$ cat config.mk
export PLATFORM = sky130hd
export DESIGN_NAME = player_jump_ctrl
export DESIGN_NICKNAME = d
export VERILOG_FILES = /design/src/rtl/jump_pkg.sv /design/src/rtl/gravity_divider.sv /design/src/rtl/player_jump_ctrl.sv
export SDC_FILE = /design/constraint.sdc
export NUM_CORES = 1
export LEC_CHECK = 0
export CAP_MARGIN = 20
export CORE_AREA = 3 3 110 112
export CTS_CLUSTER_SIZE = 24
export DETAILED_ROUTE_END_ITERATION = 10
export DIE_AREA = 0 0 113 115
export GPL_TIMING_DRIVEN = 0
export PLACE_DENSITY_LB_ADDON = 0.25
export SETUP_SLACK_MARGIN = 0.2
export SYNTH_ARGS = -nofsm -noshare
export SYNTH_HDL_FRONTEND = slang
export SYNTH_HIERARCHICAL = 1
export SYNTH_SLANG_ARGS = --single-unit
$ cat constraint.sdc
create_clock -name i_clk -period 7.2 [get_ports i_clk]
set_clock_uncertainty 0.2 [all_clocks]
set_input_delay 1.44 -clock i_clk [delete_from_list [all_inputs] [get_ports i_clk]]
set_output_delay 1.44 -clock i_clk [all_outputs]
set_load 0.02 [all_outputs]
$ cat src/rtl/jump_pkg.sv
// Shared state encodings, default physics constants and helpers for the player
// vertical-motion engine.
package jump_pkg;

  localparam logic [1:0] ST_IDLE = 2'd0;
  localparam logic [1:0] ST_RISE = 2'd1;
  localparam logic [1:0] ST_FALL = 2'd2;
  localparam logic [1:0] ST_DEAD = 2'd3;

  localparam int SCREEN_H_DEF    = 480;
  localparam int PLYR_H_DEF      = 20;
  localparam int START_Y_DEF     = 400;
  localparam int SCROLL_LINE_DEF = 160;
  localparam int JUMP_SPD_DEF    = 12;
  localparam int MAX_FALL_DEF    = 10;
  localparam int GRAV_DIV_DEF    = 3;

  // Speed/position bundle for one physics step.
  typedef struct packed {
    logic [1:0] st;
    logic [9:0] y;
    logic [3:0] spd;
  } phys_t;

  function automatic logic [15:0] sat_add16(input logic [15:0] a, input logic [9:0] b);
    logic [16:0] s;
    s = {1'b0, a} + {7'b0, b};
    return s[16] ? 16'hFFFF : s[15:0];
  endfunction

endpackage

$ cat src/rtl/gravity_divider.sv
// Modulo-DIV frame-tick counter with synchronous clear; o_wrap marks the tick
// on which the counter rolls over to zero.
module gravity_divider #(
  parameter int DIV = 3
) (
  input  logic i_clk,
  input  logic i_rst_n,
  input  logic i_en,
  input  logic i_clr,
  output logic o_wrap
);

  localparam int CW = (DIV > 1) ? $clog2(DIV) : 1;
  localparam logic [CW-1:0] LAST = CW'(DIV - 1);

  logic [CW-1:0] r_cnt;

  assign o_wrap = i_en && (r_cnt == LAST);

  always_ff @(posedge i_clk or negedge i_rst_n) begin
    if (!i_rst_n)     r_cnt <= '0;
    else if (i_clr)   r_cnt <= '0;
    else if (i_en)    r_cnt <= o_wrap ? '0 : r_cnt + CW'(1);
  end

endmodule

$ cat src/rtl/player_jump_ctrl.sv
// Player vertical physics: gravity, platform bounce, scroll-line clamp, death.
// Optional macro SCROLL_SCORE_EN builds a saturating score accumulator of scroll.
module player_jump_ctrl
  import jump_pkg::*;
#(
  parameter int SCREEN_H    = SCREEN_H_DEF,
  parameter int PLYR_H      = PLYR_H_DEF,
  parameter int START_Y     = START_Y_DEF,
  parameter int SCROLL_LINE = SCROLL_LINE_DEF,
  parameter int JUMP_SPD    = JUMP_SPD_DEF,
  parameter int MAX_FALL    = MAX_FALL_DEF,
  parameter int GRAV_DIV    = GRAV_DIV_DEF
) (
  input  logic        i_clk,
  input  logic        i_rst_n,
  input  logic        i_frame_tick,
  input  logic        i_start,
  input  logic        i_hit,
  input  logic [9:0]  i_floor,
  output logic [9:0]  o_plyr_y,
  output logic [3:0]  o_spd_y,
  output logic [1:0]  o_state,
  output logic        o_fly,
  output logic [9:0]  o_scroll_amt,
  output logic        o_bounce,
  output logic [15:0] o_score
);

  localparam logic [9:0]         LP_START    = 10'(START_Y);
  localparam logic [9:0]         LP_SCROLL   = 10'(SCROLL_LINE);
  localparam logic signed [10:0] LP_SCROLL_S = 11'(SCROLL_LINE);
  localparam logic [9:0]         LP_PLYR_H   = 10'(PLYR_H);
  localparam logic [9:0]         LP_DEAD_Y   = 10'(SCREEN_H - PLYR_H);
  localparam logic [11:0]        LP_PLYR_H12 = 12'(PLYR_H);
  localparam logic [11:0]        LP_SCR_H12  = 12'(SCREEN_H);
  localparam logic [3:0]         LP_JUMP     = 4'(JUMP_SPD);
  localparam logic [3:0]         LP_MAXF     = 4'(MAX_FALL);

  phys_t      r_cur;
  phys_t      w_nxt;
  logic       r_fly;
  logic [9:0] r_scroll;
  logic       r_bounce;
  logic       r_pend;

  logic [9:0]         w_scroll;
  logic               w_bounce;
  logic               w_wrap;
  logic               w_rest;
  logic               w_start_ok;
  logic               w_grav_en;
  logic               w_grav_clr;
  logic signed [10:0] w_ny_rise;
  logic signed [10:0] w_scr_diff;
  logic [10:0]        w_ny_fall;
  logic               w_dead;
  logic [9:0]         w_bounce_y;

  // A start seen between frame ticks is remembered until the next tick.
  assign w_rest     = (r_cur.st == ST_IDLE) || (r_cur.st == ST_DEAD);
  assign w_start_ok = i_frame_tick && w_rest && (i_start || r_pend);
  assign w_grav_en  = i_frame_tick && !w_rest;
  assign w_grav_clr = w_start_ok || w_bounce;

  assign w_ny_rise  = $signed({1'b0, r_cur.y}) - $signed({7'b0, r_cur.spd});
  assign w_scr_diff = LP_SCROLL_S - w_ny_rise;
  assign w_ny_fall  = {1'b0, r_cur.y} + {7'b0, r_cur.spd};
  assign w_dead     = ({1'b0, w_ny_fall} + LP_PLYR_H12) >= LP_SCR_H12;
  assign w_bounce_y = (i_floor < LP_PLYR_H) ? 10'd0 : i_floor - LP_PLYR_H;

  gravity_divider #(.DIV(GRAV_DIV)) u_grav (
    .i_clk  (i_clk),
    .i_rst_n(i_rst_n),
    .i_en   (w_grav_en),
    .i_clr  (w_grav_clr),
    .o_wrap (w_wrap)
  );

  always_comb begin
    w_nxt    = r_cur;
    w_scroll = '0;
    w_bounce = 1'b0;
    if (i_frame_tick) begin
      case (r_cur.st)
        ST_IDLE, ST_DEAD: begin
          if (w_start_ok) begin
            w_nxt.st  = ST_RISE;
            w_nxt.y   = LP_START;
            w_nxt.spd = LP_JUMP;
          end
        end
        ST_RISE: begin
          if (w_ny_rise < LP_SCROLL_S) begin
            w_nxt.y  = LP_SCROLL;
            w_scroll = w_scr_diff[9:0];
          end else begin
            w_nxt.y  = w_ny_rise[9:0];
          end
          // Apex: speed would reach zero, turn around at 1 px/tick.
          if (w_wrap) begin
            if (r_cur.spd <= 4'd1) begin
              w_nxt.st  = ST_FALL;
              w_nxt.spd = 4'd1;
            end else begin
              w_nxt.spd = r_cur.spd - 4'd1;
            end
          end
        end
        ST_FALL: begin
          if (i_hit) begin
            w_nxt.st  = ST_RISE;
            w_nxt.y   = w_bounce_y;
            w_nxt.spd = LP_JUMP;
            w_bounce  = 1'b1;
          end else if (w_dead) begin
            w_nxt.st  = ST_DEAD;
            w_nxt.y   = LP_DEAD_Y;
            w_nxt.spd = 4'd0;
          end else begin
            w_nxt.y = w_ny_fall[9:0];
            if (w_wrap && (r_cur.spd < LP_MAXF)) w_nxt.spd = r_cur.spd + 4'd1;
          end
        end
        default: ;
      endcase
    end
  end

  always_ff @(posedge i_clk or negedge i_rst_n) begin
    if (!i_rst_n) begin
      r_cur.st  <= ST_IDLE;
      r_cur.y   <= LP_START;
      r_cur.spd <= 4'd0;
      r_fly     <= 1'b0;
      r_scroll  <= '0;
      r_bounce  <= 1'b0;
      r_pend    <= 1'b0;
    end else begin
      r_cur    <= w_nxt;
      r_fly    <= (w_nxt.st == ST_RISE);
      r_scroll <= w_scroll;
      r_bounce <= w_bounce;
      if (i_frame_tick)           r_pend <= 1'b0;
      else if (i_start && w_rest) r_pend <= 1'b1;
    end
  end

`ifdef SCROLL_SCORE_EN
  logic [15:0] r_score;

  always_ff @(posedge i_clk or negedge i_rst_n) begin
    if (!i_rst_n)         r_score <= '0;
    else if (w_start_ok)  r_score <= '0;
    else if (i_frame_tick) r_score <= sat_add16(r_score, w_scroll);
  end

  assign o_score = r_score;
`else
  assign o_score = 16'd0;
`endif

  assign o_plyr_y     = r_cur.y;
  assign o_spd_y      = r_cur.spd;
  assign o_state      = r_cur.st;
  assign o_fly        = r_fly;
  assign o_scroll_amt = r_scroll;
  assign o_bounce     = r_bounce;

endmodule

---- After elaboration in Yosys (flattened, before gate mapping) ----
Index checks and enable logic that the tools add are counted.
operators by class
  add/sub/neg operators ................... 8
  $lt $le $gt $ge ......................... 5
  equal/unequal tests ..................... 8
  multiplexer cells ....................... 24
  reduce and logical (&&, ||, !) cells .... 16
operators with widths
  operator                                                                               number
  10-bit two-way mux                                                                     5
  16-bit two-way mux                                                                     3
  16-bit case mux with 3 select lines                                                    1
  14-bit two-way mux                                                                     1
  11-bit by 5-bit adder with 12-bit output (second input constant)                       1
  12-bit by 9-bit greater-or-equal comparator with 1-bit output (second input constant)  1
  2-bit two-way mux                                                                      6
  4-bit two-way mux                                                                      3
  10-bit by 4-bit adder with 11-bit output                                               1
  11-bit by 9-bit < comparator with 1-bit output (second input constant)                 1
  10-bit by 4-bit subtractor with 11-bit output                                          1
  10-bit by 5-bit < comparator with 1-bit output (second input constant)                 1
  10-bit by 5-bit subtractor with 10-bit output (second input constant)                  1
  9-bit by 10-bit subtractor with 10-bit output (first input constant)                   1
  2-bit equality test (second input constant)                                            3
  1-bit logical AND                                                                      6
  1-bit two-way mux                                                                      5
  4-bit by 1-bit adder with 4-bit output (second input constant)                         1
  2-bit by 1-bit equality test with 1-bit output (second input constant)                 2
  4-bit by 1-bit <= comparator with 1-bit output (second input constant)                 1
  4-bit < comparator (second input constant)                                             1
  4-bit inequality test (second input constant)                                          1
  4-bit AND reduction                                                                    1
  2-bit nonzero test                                                                     2
  other kinds (9)                                                                        11
word-level totals
  flip-flop bits (word level) ............. 31
  bits of input ports ..................... 15
  output and inout port bits .............. 44
  logic and storage cells ................. 69

---- Longest topological paths before layout ----
  depth in word-level cells ............... 12
  depth in mapped cells ................... 12
  depth with buffers taken out ............ 12

---- Modules after synthesis ----
The synthesis kept the hierarchy.
by module, submodules not included
  module            instances  cells an instance  area each (um^2)  seq. area each (um^2)
  player_jump_ctrl  1          315                2693.8            729.4
  gravity_divider   1          9                  97.6              50.0

---- Worst setup path before layout ----
OpenSTA, ideal clock, no wires.
  path type ............................... flip-flop to flip-flop
  from .................................... register r_cur, in the netlist o_spd_y[2]
  to ...................................... register r_cur, in the netlist o_spd_y[1]
  setup time .............................. 125 ps
  arrival ................................. 3045 ps
  data required time ...................... 6875 ps
  path slack .............................. 3830 ps
  stages on the path, launching flop included .. 13
  buffers on the path ..................... 2
  period minus slack after synthesis ...... 3370 ps
  cell sequence ........................... dfrtp_1 clkbuf_1 inv_1 ha_1 buf_6 nor3b_2 o21ai_1 a2111oi_2 mux2i_1 o31ai_2 o311ai_4 nand2_1 mux2_2
between the ends
  cells in the longest elaborated chain, start to end .. 6
  elaborated cells between the ends (all ways) .. 13
  those cells by class .................... 2 x add/sub; 3 x order compare; 1 x eq/ne; 5 x mux; 2 x reduce/logical
RTL lines
  item                                                           RTL line                 text
  start: declaration                                             player_jump_ctrl.sv:39   phys_t r_cur;
  start signal: assignment                                       player_jump_ctrl.sv:139  r_cur <= w_nxt;
  10-bit by 4-bit adder with 11-bit output                       player_jump_ctrl.sv:67   assign w_ny_fall = {1'b0, r_cur.y} + {7'b0, r_cur.spd};
  11-bit by 5-bit adder with 12-bit output                       player_jump_ctrl.sv:68   assign w_dead = ({1'b0, w_ny_fall} + LP_PLYR_H12) >= LP_SCR_H12;
  12-bit by 9-bit greater-or-equal comparator with 1-bit output  player_jump_ctrl.sv:68
  14-bit two-way mux                                             player_jump_ctrl.sv:115  end else if (w_dead) begin
  16-bit two-way mux                                             player_jump_ctrl.sv:110  if (i_hit) begin
  16-bit case mux with 3 select lines                            player_jump_ctrl.sv:84   case (r_cur.st)
Parallel ways exist; a longest one is shown, timed or not. The select of a mux whose other input is x is not followed.
A chain may end at the register's enable or synchronous reset.

==> impl_metrics.py <==
metrics = {
    "yosys": {
        "synth.lib_cells_used.distinct": 69,
        "synth-adder-area-share": 0.08158,
        "synth_flop_cell": "dfrtp_1",
        "synth_edf_count": 0,
        "async_flop_share": 1.000,
        "yosys.area_share.xor_xnor": 0.07530,
        "count_of_warnings_emitted_by_yosys": 6,
        "synth.avg_cell_area_um2": 8.616,
        "mux_contribution_to_synthesized_area": 0.01927,
        "post_synth_inst_count": 324,
        "synth-compound-area-share": 0.2591,
        "post_synth_and_or_nand_nor_area_fraction": 0.1950,
        "seq_area_frac_synth": 0.2792,
        "synth_top_family_by_area": "compound AO/OA/AOI/OAI gates",
        "yosys_register_bits": 31,
        "syn_area_mm2": 0.002791,
    },
    "sta": {
        "report.final.setup_viol": 0,
        "timing.final.max_slew_violations": 0,
        "fmax_mhz": 256.2,
        "grt_setup_unrepaired": "no",
        "period_share": 0.5421,
        "setup_total_negative_slack_ns": 0,
        "finalHoldViolCount": 0,
        "actual_transition_at_the_worst_max_transition_pin_ns": 0.7456,
        "relSlewSlack": 0.5030,
        "finalWorstPathRequiredPeriod_ns": 3.903,
    },
    "global_route": {
        "grt_most_used_layer": "met2",
        "grt.met1_usage": 0.1709,
        "grt.met2_usage": 0.1951,
        "grt_use_total": 0.1218,
        "first_pass_grt_wire_length_um": 12740,
        "grt_max_degree": 32,
        "grt_pass1_vias": 2526,
        "globalRouteMet3Util": 0.02474,
        "global_route_congestion_overflow_total": 0,
        "antenna_found_initial": 0,
    },
    "route": {
        "vias_per_cell": 4.735,
        "firstDrtPassIters": 4,
        "number_of_drc_violations_after_detailed_routing": 0,
        "via_count": 2519,
        "dr.first_iter.drc_count": 118,
        "drt_wl_total_um": 7857,
        "drt.antenna.violating_nets": 0,
        "wl_per_cell_um": 14.77,
    },
    "clock_network": {
        "numCtsBuffers": 5,
        "cts_root_buf": "clkbuf_16",
        "number_of_buffers_inserted_by_post_cts_setup_repair": 0,
        "cts_max_level": 2,
        "ctsLongestPathBuffers": 2,
        "clkSlewWorstSetupHoldPaths_ns": 0.05,
        "insertion_delay_ns": 0.27,
        "clock_sinks": 31,
        "tritoncts": "done",
        "cts_hold_buf": 0,
        "cts_resized": 0,
    },
    "placed_design": {
        "gpl.final_weighted_congestion": 0.8587,
        "place_inst": 524,
        "post-dp-hpwl_um": 6124,
        "port-buffer-count": 42,
    },
    "hold_path": {
        "holdCritPathClass": "reg -> reg",
    },
    "final_layout": {
        "fin_nets": 420,
        "layout-area-overhead-vs-synth_pct": 28.91,
        "post_route_cells_drive_above_1_share": 0.1337,
        "commonest_non_fill_non_tap_cell_in_the_layout": "clkdlybuf4s50_1",
        "diode_count": 0,
        "layout_common_cells": "clkdlybuf4s50_1 (41), nor2_1 (32), dfrtp_1 (28)",
        "finalNonFillerCells": 532,
    },
    "die": {
        "die-area_mm2": 0.01300,
        "rows": 39,
        "dieWidth_um": 113,
        "io_pins": 59,
        "initial_utilization": 0.2466,
        "floorplan.die.height_um": 115,
        "core_area_mm2": 0.01132,
    },
    "setup_path": {
        "cp_max_fo": 14,
        "critical_path_required_time_ns": 7.16,
        "worst_ep_arrival_time_ns": 3.86,
        "critical_path.endpoint_type": "register",
        "worst_setup_path_start_kind": "input port",
        "setup.worst_path.class": "in -> reg",
    },
    "job": {
        "maxCapViolations": 0,
    },
    "run_status": {
        "status": "completed",
    },
    "power_and_ir_drop": {
        "power.leakage_nw": 1.517,
        "vdd_ir_drop_max_mv": 0.1694,
        "powerDensity_mw_per_mm2": 438.1,
    },
}
[power breakdown]
| group | total, W | internal (W) | switching [W] | leakage, nW |
|---|---|---|---|---|
| sequential | 0.000301 | 0.000235 | 0.0000656 | 0.401 |
| clock | 0.000224 | 0.000147 | 0.0000772 | 0.0772 |
| combinational | 0.00105 | 0.000434 | 0.000617 | 1.04 |
[sequential cells by signal, summed over array words and instances (netlist names)]
name          flops
u_grav/r_cnt      2
o_spd_y           4
o_state           2
o_scroll_amt     10
r_pend            1
o_bounce          1
o_fly             1
o_plyr_y         10
[critical path, cell delays in order]
cell,delay (ns)
clkdlybuf4s50_1,0.61
nand2b_1,0.12
inv_1,0.10
clkbuf_1,0.56
and3b_1,0.35
and2_1,0.17
o21a_1,0.13
o21ai_0,0.09
a21oi_1,0.22
nor2b_1,0.07
[through the flow]
stage / setup slack [ns] / hold slack, ns / util / power, W / area (um^2)
final: 3.297 / 0.3222 / 0.3179 / 0.001577 / 3598
after CTS: 3.333 / 0.3300 / 0.3179 / 0.001585 / 3598
after global placement: 3.061 / 0.3041 / 0.3045 / 0.001343 / 3447
after global routing: 3.117 / 0.3794 / 0.3179 / 0.001725 / 3598
after floorplan: 3.830 / 0.2852 / - / 0.001064 / 2848
after detailed placement: 3.057 / 0.3164 / 0.3040 / 0.001353 / 3442
[cell usage after synthesis (2+ instances only)]
cell       n  share of area
or4_1      2         0.0054
nand2b_1   8          0.018
a31oi_1    3         0.0067
xor2_1    12          0.038
mux2i_1    2         0.0072
a211oi_1   4          0.011
o221ai_1   3         0.0094
nand2_1   23          0.031
o21ai_0   21          0.038
o21a_1     5          0.013
nand3_1    5         0.0090
nor3_1     5         0.0090
o211ai_1   7          0.019
nand4_1    2         0.0045
mux2_2     3          0.012
a221oi_2   2          0.011
dfstp_2    3          0.028
nor2_1    32          0.043
xnor2_1   12          0.038
inv_1     17          0.023
buf_6      2         0.0081
a21oi_1   17          0.030
dfrtp_1   28           0.25
ha_1      15          0.067
a22o_1     4          0.013
a22oi_1    3         0.0081
buf_4     17          0.046
o31ai_1    3         0.0081
a21o_1     3         0.0081
clkbuf_1   6         0.0081
or3_1      5          0.011
fa_1       2          0.014
a221oi_1   3         0.0094
and3_1     2         0.0045
nor2b_1    7          0.016
or2_2      3         0.0067
[per-layer routing]
metal / up-vias / share of wire
li1: 1255 / -
met1: 1173 / 0.49
met2: 85 / 0.44
met3: 6 / 0.061
met4: 0 / 0.0080
met5: - / 0
[worst paths after layout]
path / from / endpoint / slack [ns] / cells past startpoint
setup reg to reg: o_spd_y[2] / o_spd_y[1] / 3.53 / 12
min in group asynchronous: i_rst_n / o_scroll_amt[9] / 1.03 / 1
hold reg to reg: r_pend / r_pend / 0.32 / 2
setup / recovery: i_frame_tick / o_fly / 3.30 / 10
hold / removal: r_pend / r_pend / 0.32 / 2
max in group asynchronous: i_rst_n / o_plyr_y[1] / 5.30 / 1
[cell families (layout without fill, tap and decap cells)]
group | count (synthesis) | in the layout
AND/OR/NAND/NOR | 105 | 105
buffers and inverters | 45 | 95
other | 1 | 16
flip-flops | 31 | 31
XOR/XNOR | 24 | 24
AO/OA/AOI/OAI | 96 | 96
adder cells (fa/ha/maj) | 17 | 17
multiplexers | 5 | 5
[layout make-up]
class                           instances  area, um^2
Buffer                                 27       181.4
Fill cell                            1218        7722
Timing Repair Buffer                   42       415.4
Tap cell                              143       178.9
Sequential cell                        31       779.5
Clock buffer                            8       156.4
Inverter                               18       67.56
Multi-Input combinational cell        263        1819
No activity file was read; power rests on OpenSTA's default activity.
